==> src/rtl/fwd_hazard_unit.sv <==
// Operand bypass and interlock unit for the decode stage.
// Resolves each source operand from the youngest matching in-flight result,
// the long-latency writeback port, or the register file, and raises a stall
// on load-use hazards or reads of registers owned by an outstanding
// long-latency operation. A watchdog flags runs of consecutive stalls.
module fwd_hazard_unit #(
    parameter int NUM_SRC   = 2,
    parameter int NUM_FWD   = 2,
    parameter int DATA_W    = 32,
    parameter int ADDR_W    = 5,
    parameter int MAX_STALL = 15
) (
    input  logic                        clk,
    input  logic                        rst_n,
    input  logic                        id_valid,
    input  logic [NUM_SRC*ADDR_W-1:0]   id_src_addr,
    input  logic [NUM_SRC-1:0]          id_src_used,
    input  logic [NUM_SRC*DATA_W-1:0]   rf_value,
    input  logic [NUM_FWD-1:0]          fwd_valid,
    input  logic [NUM_FWD-1:0]          fwd_ready,
    input  logic [NUM_FWD*ADDR_W-1:0]   fwd_addr,
    input  logic [NUM_FWD*DATA_W-1:0]   fwd_value,
    input  logic                        lc_issue,
    input  logic [ADDR_W-1:0]           lc_addr,
    input  logic                        lc_done,
    input  logic [ADDR_W-1:0]           lc_done_addr,
    input  logic [DATA_W-1:0]           lc_done_value,
    output logic [NUM_SRC*DATA_W-1:0]   src_value,
    output logic [NUM_SRC-1:0]          src_fwd,
    output logic                        stall,
    output logic [(1<<ADDR_W)-1:0]      pending,
    output logic                        err_deadlock
);

    localparam int NUM_REGS = 1 << ADDR_W;
    localparam int CNT_W    = $clog2(MAX_STALL + 1);
    localparam logic [CNT_W-1:0] CNT_MAX  = CNT_W'(MAX_STALL);
    localparam logic [CNT_W-1:0] CNT_TRIP = CNT_W'(MAX_STALL - 1);

    logic [NUM_REGS-1:0] pending_q;
    logic [NUM_REGS-1:0] pending_next;
    logic [NUM_SRC-1:0]  hazard;
    logic [CNT_W-1:0]    stall_cnt;

    assign pending = pending_q;

    // Per-operand source selection: r0, youngest stage, lc port, scoreboard, RF.
    always_comb begin
        // NOTE: every output of this block gets a default first, so no path
        // can leave a value unassigned and infer a latch.
        src_value = '0;
        src_fwd   = '0;
        hazard    = '0;
        for (int i = 0; i < NUM_SRC; i++) begin
            logic [ADDR_W-1:0] addr;
            logic              hit;
            addr = id_src_addr[i*ADDR_W +: ADDR_W];
            hit  = 1'b0;
            if (addr != '0) begin
                // Only the youngest matching stage counts; older copies are stale.
                for (int k = 0; k < NUM_FWD; k++) begin
                    if (!hit && fwd_valid[k] && (fwd_addr[k*ADDR_W +: ADDR_W] == addr)) begin
                        hit = 1'b1;
                        if (fwd_ready[k]) begin
                            src_value[i*DATA_W +: DATA_W] = fwd_value[k*DATA_W +: DATA_W];
                            src_fwd[i]                    = 1'b1;
                        end else begin
                            hazard[i] = 1'b1;
                        end
                    end
                end
                if (!hit) begin
                    if (lc_done && (lc_done_addr == addr)) begin
                        src_value[i*DATA_W +: DATA_W] = lc_done_value;
                        src_fwd[i]                    = 1'b1;
                    end else if (pending_q[addr]) begin
                        hazard[i] = 1'b1;
                    end else begin
                        src_value[i*DATA_W +: DATA_W] = rf_value[i*DATA_W +: DATA_W];
                    end
                end
            end
        end
    end

    // Unused operands still resolve a value but never hold the pipeline.
    assign stall = id_valid && |(id_src_used & hazard);

    // Scoreboard update: clear on writeback, then set on issue so set wins.
    always_comb begin
        pending_next = pending_q;
        if (lc_done) begin
            pending_next[lc_done_addr] = 1'b0;
        end
        if (lc_issue && (lc_addr != '0)) begin
            pending_next[lc_addr] = 1'b1;
        end
        pending_next[0] = 1'b0;
    end

    // Scoreboard register.
    always_ff @(posedge clk or negedge rst_n) begin
        // NOTE: the scoreboard is a flop vector, not a RAM, so it is reset in
        // full; a stale pending bit after reset would stall forever.
        if (!rst_n) begin
            pending_q <= '0;
        end else begin
            // NOTE: sequential state uses non-blocking assignments so every
            // flop samples the pre-edge values.
            pending_q <= pending_next;
        end
    end

    // Consecutive-stall watchdog with sticky deadlock flag.
    always_ff @(posedge clk or negedge rst_n) begin
        if (!rst_n) begin
            stall_cnt    <= '0;
            err_deadlock <= 1'b0;
        end else begin
            if (!stall) begin
                stall_cnt <= '0;
            end else if (stall_cnt != CNT_MAX) begin
                stall_cnt <= stall_cnt + 1'b1;
            end
            if (stall && (stall_cnt >= CNT_TRIP)) begin
                err_deadlock <= 1'b1;
            end
        end
    end

endmodule
==> config.mk <==
export PLATFORM = sky130hd
export DESIGN_NAME = fwd_hazard_unit
export DESIGN_NICKNAME = d
export VERILOG_FILES = /design/src/rtl/fwd_hazard_unit.sv
export SDC_FILE = /design/constraint.sdc
export NUM_CORES = 1
export LEC_CHECK = 0
export CELL_PAD_IN_SITES_DETAIL_PLACEMENT = 1
export CELL_PAD_IN_SITES_GLOBAL_PLACEMENT = 1
export CORE_UTILIZATION = 27
export CTS_CLUSTER_SIZE = 16
export DETAILED_ROUTE_END_ITERATION = 8
export PLACE_DENSITY = 0.91
export SLEW_MARGIN = 10
export SYNTH_ARGS = -nofsm -noshare
export SYNTH_HDL_FRONTEND = slang
export SYNTH_SLANG_ARGS = --single-unit
==> constraint.sdc <==
create_clock -name clk -period 10.35 [get_ports clk]
set_input_delay 2.5875 -clock clk [delete_from_list [all_inputs] [get_ports clk]]
set_output_delay 2.5875 -clock clk [all_outputs]
set_load 0.02 [all_outputs]
==> results of run 1 <==
[per-stage QoR]
step	hold WS [ps]	std cells	util (%)
4_1_cts	495.8	1065	47.22
6_report	489.9	1065	47.22
5_1_grt	518.1	1065	47.22
3_5_place_dp	467.4	1060	46.47
3_3_place_gp	462.5	1060	46.47
2_1_floorplan	570.9	586	-
[worst min-delay path by stage]
stage / end / depth (start not counted) / slack, ps / start
floorplan: stall_cnt[3] / 2 / 570 / stall_cnt[3]
global placement: err_deadlock / 1 / 460 / err_deadlock
detailed placement: err_deadlock / 1 / 470 / err_deadlock
CTS: err_deadlock / 1 / 500 / err_deadlock
global route: err_deadlock / 1 / 520 / err_deadlock
finish: err_deadlock / 1 / 490 / err_deadlock
[per-layer routing]
metal	vias up	wire (um)	global-route usage, %
met2	390	13020	52.28
met3	71	2338	4.904
met1	3241	10960	36.69
met5	-	0	0
li1	2867	-	-
met4	0	1285	12.77
[kinds of logic after synthesis]
| kind of cell | Yosys count | share of synthesized area, % |
|---|---|---|
| other | 1 | 0.08138 |
| DFF | 36 | 19.55 |
| and+or+nand+nor | 140 | 16.18 |
| muxes | 27 | 7.575 |
| AOI/OAI and AO/OA | 282 | 43.58 |
| xor gates and xnor gates | 31 | 5.892 |
| adders and majority gates | 2 | 0.5429 |
| buffers and inverters | 67 | 6.597 |
[cells in the final DEF, fill, tap and decap left out, types with 5 or more instances in the layout]
master / Yosys / layout
a31oi_1: 31 / 31
a32oi_1: 41 / 41
nand3_1: 18 / 18
o211a_1: 11 / 11
o221a_2: 8 / 8
nor2_1: 17 / 16
mux2i_1: 18 / 18
xnor2_1: 7 / 7
dfrtp_1: 36 / 36
nor4_1: 6 / 6
o21ai_0: 78 / 78
o221ai_1: 31 / 31
nand2_1: 44 / 44
or3b_2: 5 / 5
xor2_1: 24 / 24
a32o_1: 8 / 8
o21a_1: 18 / 18
nand3b_1: 15 / 15
inv_1: 6 / 6
buf_4: 3 / 16
clkdlybuf4s50_1: 0 / 297
nand2b_1: 14 / 14
a21oi_1: 36 / 36
clkbuf_16: 0 / 5
[final cells by class]
cell class | count | area (um^2)
clock buffers | 5 | 125.1
repair buffers | 315 | 3118
well taps | 220 | 275.3
fillers | 1962 | 8783
multi-input cells | 483 | 3417
flip-flops and latches | 36 | 900.9
inverters | 6 | 22.52
[registers in the layout, indices dropped and copies added, names as in the netlist]
signal / cells
pending: 31
err_deadlock: 1
stall_cnt: 4
[power by group]
group,leakage (nW),internal (W),switching [W],total (W)
clock network,0.0616,0.0000850,0.0000524,0.000137
registers,0.448,0.000170,0.0000443,0.000215
logic,2.32,0.000285,0.000305,0.000590
total,2.83,0.000540,0.000401,0.000942
==> metrics.cfg, run 1 <==
[run_status]
outcome = completed

[clocking]
post_cts_resized = 0
cts_buffer_depth = 2
cts.sinks = 36
cts_tree = yes
insertion_delay_ps = 280
htree_levels = 2
post_cts_buffers = 0
cts_buffers = 5
postCtsHoldBufs = 0
clk_pin_slew_ps = 50
cts_root_buf = clkbuf_16

[route]
drtIter0Drc = 509
viasPerCell = 6.168
first_pass_iters = 5
drc = 0
postRouteAntennaNets = 0
wirelength_um = 27600
wl_per_cell_um = 25.92
vias = 6569

[sta]
finalSetupViolCount = 0
finalMaxSlewViolations = 0
hold_viol = 0
post-route-min-period_ps = 9553
worst_slew_pin_slew_ps = 1136
worst_slack_ps = 797.0
tns_ps = 0
max_freq_mhz = 104.7
slew_headroom_pct = 24.06
rsz0062_at_grt = no
period_share_pct = 92.30
fin_skew_ps = 4.465

[setup_path]
end_kind = output port
ff2ff_setup_slack_ps = 7960
startpoint = id_src_addr[2]
rr_worst_depth = 7
cpLargestDelayFamily = buffers and inverters
path_cells = clkdlybuf4s50_1 -> mux2i_1 -> nand3_1 -> a41oi_1 -> o211ai_1 -> nor2_2 -> buf_4 -> nand2_1 -> o221a_2 -> clkdlybuf4s50_1
crit_slowest_cell = clkdlybuf4s50_1
cp_num_buf_inv = 3
timing.rr.end = err_deadlock
r2r_start = pending[7]
critPathKind = in2out
crit_top_cell = clkdlybuf4s50_1
cp_slowest_stage_delay_ps = 1220
endpoint = src_value[4]
cp.depth = 10
crit_fanout = 20
crit_arrival_ps = 6970
startpoint_type = input port
worst_ep_required_time_ps = 7760

[floorplan]
core_area_um2 = 16640
rows = 47
die_x_um = 132.6
start_util_pct = 27.69
die_h_um = 132.6
ios = 301
dieArea_um2 = 17590

[global_route]
grt_usage_pct = 30.11
grt-ovfl-total = 0
grt_pass1_vias = 6612
grt_max_degree = 69
antenna_found_initial = 0
grt_pass1_wl_um = 40970

[cells_and_area]
final_layout_size_suffix_gt1_share_pct = 6.272
finish.instance_area_um2 = 7859
antenna_cells = 0
nets = 1050
area_growth_pct = 70.54

[logic_synthesis]
synth_common_cells = 78 x o21ai_0, 44 x nand2_1, 41 x a32oi_1
syn-num-nets = 789
synth_top_area_share_pct = 19.55
synth_most_common_cell = o21ai_0
synth_enable_flop_cells = 0
synthTopCellsByArea = dfrtp_1 20%, o21ai_0 8.5%, a32oi_1 7.8%, o221ai_1 5.9%, xor2_1 4.6%
ys_warn_count = 0
syn_area_per_cell_um2 = 7.864
yosysSeqAreaShare_pct = 19.55
ys_ff_latch = 36
postSynthCellCount = 586
synth_top_cell_by_area = dfrtp_1
synth.lib_cells_used.distinct = 59
ys.flop_type = dfrtp_1
syn_area_um2 = 4608
asyncSetResetFlopFracSynth_pct = 100.0

[pwr]
peakVddDrop_v = 0.0001296
power.total_w = 0.0009418
powerDensity_nw_per_um2 = 119.8
leakagePower_nw = 2.833

[flow_run]
drv_cap = 0

[placement]
dp_hpwl_um = 21120
place_area_um2 = 7734
dp_slack_ps = 918.4
port_buffers = 299
place.gp.congestion = 0.9874

[worst_hold_path]
hp-class = reg2reg

(Power assumes the default switching activity.)
==> run 2: changes to the inputs <==
--- a/config.mk
+++ b/config.mk
@@ -5,7 +5,7 @@
 export SDC_FILE = /design/constraint.sdc
 export NUM_CORES = 1
 export LEC_CHECK = 0
-export CELL_PAD_IN_SITES_DETAIL_PLACEMENT = 1
+export CELL_PAD_IN_SITES_DETAIL_PLACEMENT = 0
 export CELL_PAD_IN_SITES_GLOBAL_PLACEMENT = 1
 export CORE_UTILIZATION = 27
 export CTS_CLUSTER_SIZE = 16
==> run 2 against run 1 <==
  * Worst hold slack lost 18 ps
  * Global-route usage shrank 2.9 points
  * Critical endpoint unchanged
  * Core utilization grew 0.17 points
  * First-iteration DRC count grew 15%
  * Clock-buffer cell count grew 2
  * Sequential cell count is the same
  * Via count shrank 1.5%
  * Sequential power shrank 3%
  * Critical path type unchanged
  * Combinational power shrank 2%
==> metrics.cfg, run 2 (same netlist as run 1, synthesis figures left out) <==
[setup_path]
crit_arrival_ps = 6810  ; -160 ps
cp_slowest_stage_delay_ps = 1190  ; -30 ps
cpLargestDelayFamily = buffers and inverters
crit_top_cell = clkdlybuf4s50_1
worst_ep_required_time_ps = 7760  ; about the same
r2r_start = pending[10]
cp_num_buf_inv = 3  ; unchanged
crit_fanout = 20  ; unchanged
timing.rr.end = err_deadlock
ff2ff_setup_slack_ps = 7970  ; about the same
path_cells = clkdlybuf4s50_1 -> mux2i_1 -> nand3_1 -> a41oi_1 -> o211ai_1 -> nor2_2 -> buf_4 -> nand2_1 -> o221a_2 -> clkdlybuf4s50_1
startpoint_type = input port
crit_slowest_cell = clkdlybuf4s50_1
end_kind = output port
rr_worst_depth = 7  ; unchanged
critPathKind = in2out

[placement]
place.gp.congestion = 0.9874  ; unchanged
port_buffers = 299  ; unchanged
dp_hpwl_um = 19120  ; -9.5%

[clocking]
cts_buffers = 5  ; unchanged
post_cts_resized = 0  ; unchanged
post_cts_buffers = 0  ; unchanged
htree_levels = 2  ; unchanged
postCtsHoldBufs = 0  ; unchanged
insertion_delay_ps = 270  ; about the same
cts.sinks = 36  ; unchanged
cts_buffer_depth = 2  ; unchanged
clk_pin_slew_ps = 50  ; about the same
cts_tree = yes
cts_root_buf = clkbuf_16

[floorplan]
core_area_um2 = 16640  ; unchanged
die_x_um = 132.6  ; unchanged
dieArea_um2 = 17590  ; unchanged
die_h_um = 132.6  ; unchanged
rows = 47  ; unchanged
ios = 301  ; unchanged
start_util_pct = 27.69  ; unchanged

[cells_and_area]
regArea_um2 = 900.9  ; unchanged
multi_input_area_um2 = 3417  ; unchanged
largest_reg_flops = 31  ; unchanged
final_layout_size_suffix_gt1_share_pct = 6.494  ; +0.22 points
area_growth_pct = 71.14
final_common_cell = clkdlybuf4s50_1
nets = 1050  ; unchanged
nFillCells = 1621  ; -17%
layout_common_cells = 297 x clkdlybuf4s50_1, 78 x o21ai_0, 44 x nand2_1, 41 x a32oi_1
antenna_cells = 0  ; unchanged

[pwr]
p_sw_share_pct = 40.98  ; -1.7 points
pwr-share-clk_pct = 16.3  ; +1.7 points
leakagePower_nw = 2.847  ; +0.51%
powerDensity_nw_per_um2 = 119.5  ; -0.30%
seqPwrFrac_pct = 22.2  ; -0.6 points
internal-power_w = 0.0005561  ; +2.9%
switching_power_w = 0.0003861  ; -3.8%
peakVddDrop_v = 0.0001198  ; -7.5%
comb_power_share_pct = 61.5  ; -1.1 points

[route]
drtIter0Drc = 586  ; +15%
postRouteAntennaNets = 0  ; unchanged
first_pass_iters = 5  ; unchanged
vias = 6472  ; -1.5%
drc = 0  ; unchanged
viasPerCell = 6.066  ; -1.7%
wirelength_um = 25140  ; -8.9%
wl_per_cell_um = 23.57  ; -9.1%

[global_route]
grt-ovfl-total = 0  ; unchanged
grt_pass1_vias = 6058  ; -8.4%
grt_usage_pct = 27.26  ; -2.9 points
grt_pass1_wl_um = 37450  ; -8.6%
antenna_found_initial = 0  ; unchanged
grt_max_degree = 69  ; unchanged

[sta]
post-route-min-period_ps = 9398  ; -155.4 ps
fin_skew_ps = 4.489  ; +0.02398 ps
period_share_pct = 90.80  ; -1.5 points
holdWs_ps = 471.9  ; -18.00 ps
max_freq_mhz = 106.4  ; +1.7%
rsz0062_at_grt = no
slew_headroom_pct = 26.68  ; +2.6 points
hold_viol = 0  ; unchanged
finalSetupViolCount = 0  ; unchanged
tns_ps = 0  ; unchanged
worst_slew_pin_slew_ps = 1096  ; -39.24 ps
finalMaxSlewViolations = 0  ; unchanged

[run_status]
outcome = completed

[worst_hold_path]
worstHoldPathCells = 1  ; unchanged
hp-class = reg2reg
whs_endpoint = err_deadlock
min_from = err_deadlock

[flow_run]
drv_cap = 0  ; unchanged

[run 2: cell count changes in the layout (fill, tap and decap cells not counted)]
cell | previous run | this run
clkbuf_8 | 0 | 2
[run 2: metrics by stage]
stage / area (um^2) / instances / total power [W] / utilization (%) / setup WS [ps]
after floorplan: 4608 / 586 / 0.0004719 / - / 3214
after global placement: 7734 / 1060 / 0.0007817 / 46.47 / 998.7
after detailed placement: 7734 / 1060 / 0.0007833 / 46.47 / 995.5
after CTS: 7886 / 1067 / 0.0009388 / 47.39 / 992.3
after global routing: 7886 / 1067 / 0.0009796 / 47.39 / 710.1
final: 7886 / 1067 / 0.0009422 / 47.39 / 952.4
[run 2: layer usage]
layer	share of wire, %	routed length (um)	track usage, %	vias to the layer above
met3	9.0	2268	4.100	71
met2	45	11430	44.06	453
met4	5.0	1251	12.26	0
met5	0	0	0	-
met1	41	10190	35.80	3087
li1	-	-	-	2861
[run 2: power by group through the flow]
stage | clock network (W) | registers [W] | logic, W
finish | 0.000153 | 0.000209 | 0.000580
global route | 0.000157 | 0.000213 | 0.000610
CTS | 0.000153 | 0.000208 | 0.000578
detailed placement | 0 | 0.000210 | 0.000574
global placement | 0 | 0.000211 | 0.000571
floorplan | 0 | 0.000231 | 0.000241
[run 2: worst max-delay path by stage]
stage | from | end | cells past startpoint
floorplan | id_src_addr[0] | src_fwd[0] | 9
CTS | id_src_addr[2] | src_value[4] | 10
global placement | id_src_addr[2] | src_value[4] | 10
global route | id_src_addr[2] | src_value[4] | 10
detailed placement | id_src_addr[2] | src_value[4] | 10
finish | id_src_addr[2] | src_value[4] | 10
[run 2: worst reg2reg max path: stages, from the launching register on]
cell and delay, ps:
dfrtp_1 420, mux4_1 530, nor3_1 150, a2111o_1 160, o211ai_2 100, a311o_2 450, a32oi_4 330, o21bai_1 120
[run 2: area by class of cell]
cell class	instances	area share, %
multi-input combinational	483	43.33
clock buffer	7	1.936
inverter	6	0.2856
sequential	36	11.42
tap	220	3.490
timing repair buffer	315	39.54
